--- config.mk ---
export PLATFORM = sky130hd
export DESIGN_NAME = fetch_unit
export DESIGN_NICKNAME = d
export VERILOG_FILES = /design/src/rtl/mips_pkg.sv /design/src/rtl/fetch_perf_cnt.sv /design/src/rtl/fetch_unit.sv
export SDC_FILE = /design/constraint.sdc
export NUM_CORES = 1
export LEC_CHECK = 0
export ABC_AREA = 1
export BUFFER_PORTS_ARGS = -buffer_cell sky130_fd_sc_hd__buf_2
export CAP_MARGIN = 5
export CORE_MARGIN = 2
export CORE_UTILIZATION = 54
export CTS_BUF_LIST = sky130_fd_sc_hd__clkbuf_4 sky130_fd_sc_hd__clkbuf_8 sky130_fd_sc_hd__clkbuf_16
export CTS_CLUSTER_DIAMETER = 120
export DETAILED_ROUTE_END_ITERATION = 8
export PLACE_DENSITY = 0.81
export SLEW_MARGIN = 20
export SYNTH_ARGS = -nofsm -noshare
export SYNTH_HDL_FRONTEND = slang
export SYNTH_SLANG_ARGS = --single-unit
--- constraint.sdc ---
create_clock -name clk -period 5.9 [get_ports clk]
set_clock_uncertainty 0.05 [all_clocks]
set_input_delay 0.59 -clock clk [delete_from_list [all_inputs] [get_ports clk]]
set_output_delay 0.59 -clock clk [all_outputs]
set_load 0.1 [all_outputs]
--- src/rtl/mips_pkg.sv ---
// Shared MIPS front-end definitions: fetch FSM encoding, NOP word, opcode field and
// the main opcodes so the fetch stage, decoder and bench agree on them.
package mips_pkg;

  typedef enum logic [1:0] {
    StIdle = 2'd0,
    StReq  = 2'd1,
    StHold = 2'd2
  } fetch_state_e;

  localparam logic [31:0] NOP_INSTR = 32'h0000_0000;

  localparam int unsigned OPCODE_MSB = 31;
  localparam int unsigned OPCODE_LSB = 26;
  localparam int unsigned OPCODE_W   = OPCODE_MSB - OPCODE_LSB + 1;

  localparam logic [OPCODE_W-1:0] R_FORMAT = 6'd0;
  localparam logic [OPCODE_W-1:0] LW       = 6'd35;
  localparam logic [OPCODE_W-1:0] SW       = 6'd43;
  localparam logic [OPCODE_W-1:0] BEQ      = 6'd4;
  localparam logic [OPCODE_W-1:0] ADDI     = 6'd8;

  function automatic logic [OPCODE_W-1:0] get_opcode(input logic [31:0] word);
    return word[OPCODE_MSB:OPCODE_LSB];
  endfunction

endpackage

--- src/rtl/fetch_perf_cnt.sv ---
// Fetch performance counters: instructions delivered and acks/instructions thrown away.
// Only instantiated when FETCH_PERF_CNT_EN is defined.
module fetch_perf_cnt
  import mips_pkg::*;
(
  input  logic        clk,
  input  logic        reset,
  input  logic        inc_fetched,
  input  logic        inc_killed,
  output logic [31:0] perf_fetched,
  output logic [31:0] perf_killed
);

  // Both counters wrap naturally at 2^32.
  always_ff @(posedge clk or posedge reset) begin
    if (reset) begin
      perf_fetched <= '0;
      perf_killed  <= '0;
    end else begin
      if (inc_fetched) perf_fetched <= perf_fetched + 32'd1;
      if (inc_killed)  perf_killed  <= perf_killed + 32'd1;
    end
  end

endmodule

--- src/rtl/fetch_unit.sv ---
// Instruction fetch stage: owns the PC, reads imem over req/ack, holds one instruction
// for the decoder. Optional perf counters under FETCH_PERF_CNT_EN.
module fetch_unit
  import mips_pkg::*;
#(
  parameter int unsigned          ADDR_W   = 32,
  parameter logic [ADDR_W-1:0]    RESET_PC = '0
) (
  input  logic                clk,
  input  logic                reset,
  output logic                imem_req,
  output logic [ADDR_W-1:0]   imem_addr,
  input  logic                imem_ack,
  input  logic [31:0]         imem_rdata,
  input  logic                stall,
  input  logic                redirect_valid,
  input  logic [ADDR_W-1:0]   redirect_target,
  output logic                instr_valid,
  output logic [31:0]         instr,
  output logic [5:0]          opcode,
  output logic [ADDR_W-1:0]   instr_pc,
  output logic [ADDR_W-1:0]   pc_plus4
`ifdef FETCH_PERF_CNT_EN
  ,
  output logic [31:0]         perf_fetched,
  output logic [31:0]         perf_killed
`endif
);

  localparam logic [ADDR_W-1:0] WORD_BYTES = ADDR_W'(4);
  localparam logic [ADDR_W-1:0] ALIGN_MASK = ~ADDR_W'(3);

  fetch_state_e      state_q;
  logic [ADDR_W-1:0] pc_q;
  logic              kill_q;

  logic [ADDR_W-1:0] target;
  logic              ack_in_req;
  logic              ack_discard;
  logic              ack_load;
  logic              hold_flush;

  assign target      = redirect_target & ALIGN_MASK;
  assign ack_in_req  = (state_q == StReq) && imem_ack;
  // An ack is thrown away if it belongs to a killed transaction or races a redirect.
  assign ack_discard = ack_in_req && (kill_q || redirect_valid);
  assign ack_load    = ack_in_req && !ack_discard;
  assign hold_flush  = (state_q == StHold) && redirect_valid;

  // instr is forced to NOP whenever invalid, so the opcode needs no extra gating.
  assign opcode = get_opcode(instr);

  always_ff @(posedge clk or posedge reset) begin
    if (reset) begin
      state_q     <= StIdle;
      pc_q        <= RESET_PC;
      kill_q      <= 1'b0;
      imem_req    <= 1'b0;
      imem_addr   <= RESET_PC;
      instr_valid <= 1'b0;
      instr       <= NOP_INSTR;
      instr_pc    <= '0;
      pc_plus4    <= '0;
    end else begin
      case (state_q)
        StIdle: begin
          state_q  <= StReq;
          imem_req <= 1'b1;
          if (redirect_valid) begin
            pc_q      <= target;
            imem_addr <= target;
          end else begin
            imem_addr <= pc_q;
          end
        end

        StReq: begin
          if (redirect_valid) begin
            pc_q <= target;
            if (imem_ack) begin
              // Transaction already finished: reissue straight to the target.
              imem_addr <= target;
              kill_q    <= 1'b0;
            end else begin
              // Address must stay stable until the pending ack arrives.
              kill_q <= 1'b1;
            end
          end else if (ack_discard) begin
            kill_q    <= 1'b0;
            imem_addr <= pc_q;
          end else if (ack_load) begin
            instr       <= imem_rdata;
            instr_pc    <= imem_addr;
            pc_plus4    <= imem_addr + WORD_BYTES;
            instr_valid <= 1'b1;
            pc_q        <= imem_addr + WORD_BYTES;
            imem_req    <= 1'b0;
            state_q     <= StHold;
          end
        end

        StHold: begin
          if (hold_flush || !stall) begin
            instr_valid <= 1'b0;
            instr       <= NOP_INSTR;
            instr_pc    <= '0;
            pc_plus4    <= '0;
            imem_req    <= 1'b1;
            state_q     <= StReq;
            if (hold_flush) begin
              pc_q      <= target;
              imem_addr <= target;
            end else begin
              imem_addr <= pc_q;
            end
          end
        end

        default: begin
          state_q  <= StIdle;
          imem_req <= 1'b0;
        end
      endcase
    end
  end

`ifdef FETCH_PERF_CNT_EN
  fetch_perf_cnt u_perf_cnt (
    .clk          (clk),
    .reset        (reset),
    .inc_fetched  (ack_load),
    .inc_killed   (ack_discard || hold_flush),
    .perf_fetched (perf_fetched),
    .perf_killed  (perf_killed)
  );
`endif

endmodule
==> summary.md <==
| Metric | Value |
|---|---|
| Initial drt markers | 783 |
| Number of diodes added for antenna fixing | 0 |
| Via density per instance | 5.557 |
| Antenna violation net count after detailed routing | 0 |
| Number of gates resized after CTS | 0 |
| Maximum level of the CTS H-tree | 4 |
| Fraction of the mapped netlist area in compound gates | 0.1681 |
| Number of sinks driven by the clock tree | 163 |
| Largest family of logic cells by synthesized area | simple AND/OR/NAND/NOR gates |
| Headroom to the max-slew limit | 0.2451 |
| CTS hold repair buffers | 0 |
| Final wirelength | 23,580 microns |
| Count of fill cells added during filler insertion | 1,237 |
| Count of maximum capacitance violations | 0 |
| Top flip-flop cell by instance count after synthesis | dfrtp_1 |
| Crit Path Max Fanout | 97 |
| Class of the worst hold path | input port to asynchronous set/reset pin |
| Upper clock frequency limit | 310.0 MHz |
| Crit path buffers/inverters | 3 |
| # IOs | 205 |
| CP Depth | 9 |
| Async set or reset register ratio after synthesis | 1.000 |
| Mean area per synthesized cell | 7.795 sq um |
| Via count of the first global-routing pass | 6,949 |
| Clock tree from TritonCTS | built |
| Initial antenna violation count | 0 |
| Final-report hold violation count | 0 |
| WS Path Type | flip-flop to flip-flop |
| Cell Area, Synth | 8053 sq um |
| Layout cells sized above 1 | 0.2100 |
| Layout-stage area growth over the synthesis result | 19.89% |
| Post-Synth Adder-Cell Area | 0.009323 |
| Number of core rows | 44 |
| Startpoint of the most critical register-to-register path | state_q[1] |
| Worst flop-to-flop path endpoint | pc_plus4[24] |
| Reg area | 4079 sq um |
| Wire length of the first global-routing pass | 37,160 microns |
| Number of buffers added on ports | 202 |
| Slack of the critical path | 2675 ps |
| Cells after Synth | 1,033 |
| GRT Util Overall | 0.2966 |
| Parity-gate share of the synthesized area counting xor and xnor cells | 0.01414 |
| Wirelength per Cell | 16.98 microns |
| HPWL Detailed | 16,770 microns |
| Delay of the slowest critical-path stage | 740 ps |
| Setup-violating endpoint count in the final report | 0 |
| Insertion delay to the later sink of the worst-skew pair | 430 ps |
| Simple-gate share of the synthesized area | 0.2323 |
| Initial core utilization | 0.5541 |
| Number of nets produced by synthesis | 1,108 |
| Worst R2R Setup Slack | 2670 ps |
| Critical path arrival | 3450 ps |
| 1st-pass router iterations | 5 |
| Critical Path Slowest Stage Cell | nand2_2 |
| Most frequent cells in the layout | 219 x nand2_1, 202 x buf_2, 172 x o21ai_0 |
| Root buffer cell | clkbuf_16 |
| Total negative slack | 0 ps |
| Required time of the worst setup path | 6120 ps |
| CP top delay family | simple AND/OR/NAND/NOR gates |
| Transition time at the pin with the least slew margin | 1130 ps |
| Multiplexer share of the synthesized area | 0 |
| Warnings, synthesis | 0 |
| Cell Chain, Critical Path | inv_1 -> ha_1 -> inv_1 -> a21oi_2 -> nor2_4 -> inv_4 -> nor2_8 -> nand2_2 -> o21ai_0 |
| Postcts setup bufs | 0 |
| Sequential area share after synthesis | 0.5065 |
| Clock Path Buffers | 2 |
| Final estimated routing congestion in global placement | 0.9575 |
| Register bit count reported by yosys | 163 |
| Post-synth EDFFs | 0 |
| DRC | 0 |
| Count of different cell masters after synthesis | 31 |
| Total clock buffers created by CTS | 17 |
| Die extent in x | 126.1 microns |
| Overall die height | 126.1 microns |
| Total vias in the final route | 7,719 |
| Worst-case reg-to-reg path depth | 9 |
| Period Utilization, post-route | 0.5467 |
| Kind of end point of the critical path | flip-flop |
| Clock edge transition at the registers on the reported setup and hold paths | 70 ps |
| Multi-input gate area | 3421 sq um |
| Maximum number of pins on one net before global-route repair | 107 |
| Setup repair after global routing missed its margin | no |
| Kind of start point of the critical path | flip-flop |
| Total count of max-transition violations in the final report | 0 |
| Most used cell, CP | inv_1 |
| Run status | complete, no violations |
| Final Net Count | 1,267 |
| Die Outline Area | 15,910 sq um |
| GR Overflow Total | 0 |
| Final period demand of the worst path | 3225 ps |
| Core ar. | 14,530 sq um |
| Place WS | 2295 ps |
| Setup crit start | state_q[1] |
| Most common library cell in the layout ignoring fill and taps | nand2_1 |
[metal layers]
layer  share of wire  wire (microns)  up-vias  track usage
met4           0.027             641        0       0.1015
met1            0.45           10500     3634       0.4416
met3           0.084            1984       46      0.05947
li1                -               -     3682            -
met5               0               0        -            0
met2            0.44           10450      357       0.4364
[state kept, by name (all words and copies together), names as in the netlist, 2 cells and up]
| name | flops |
|---|---|
| state_q | 2 |
| instr | 32 |
| instr_pc | 32 |
| pc_q | 32 |
| imem_addr | 32 |
| pc_plus4 | 30 |
[per-stage QoR]
step | instances | area (sq um) | utilization | hold slack, ps
final | 1389 | 9654 | 0.6643 | 330.9
after global routing | 1389 | 9654 | 0.6643 | 337.0
after CTS | 1389 | 9654 | 0.6643 | 324.7
after detailed placement | 1357 | 9030 | 0.6213 | 417.7
after global placement | 1357 | 9030 | 0.6213 | 412.5
after floorplan | 1033 | 8053 | - | 399.6
[logic make-up after synthesis]
| family | Yosys count |
|---|---|
| buffers and inverters | 131 |
| DFF | 163 |
| adders and majority gates | 6 |
| AOI/OAI and AO/OA | 261 |
| xor gates and xnor gates | 13 |
| and+or+nand+nor | 459 |
[Yosys cell counts, types with 10 or more instances]
cell      count  area (sq um)
and2_1       13         81.33
buf_4        10         75.07
xor2_1       12         105.1
clkbuf_1     40         150.1
dfrtp_1     163          4079
o21ai_1      19         95.09
buf_2        11         55.05
a21oi_1      51         255.2
nand2_1     219         822.0
nand3_1      63         315.3
o21ai_0     172         860.8
nor2_1      157         589.3
inv_1        61         229.0
[how the worst max path moves through the flow]
stage	end	slack [ps]
floorplan	imem_addr[0]	860
global placement	pc_plus4[27]	2290
detailed placement	instr_pc[12]	2300
CTS	pc_plus4[29]	2680
global route	pc_plus4[29]	2330
finish	pc_plus4[24]	2670
[worst reg2reg max path: stages (launching register included)]
cell and delay, ps:
dfrtp_1 400, inv_1 140, ha_1 310, inv_1 110, a21oi_2 190, nor2_4 80, inv_4 580, nor2_8 230
nand2_2 750, o21ai_0 230
[cell type report]
class	instances	share of cell area
sequential	163	0.4225
multi-input combinational	739	0.3543
timing repair buffer	208	0.1094
clock buffer	17	0.04406
inverter	63	0.02527
tap	184	0.02385
clock inverter	15	0.02061
Power is left out: the tool's default activity adds up to more than one toggle a clock period on the data nets, which glitch-free logic cannot reach.
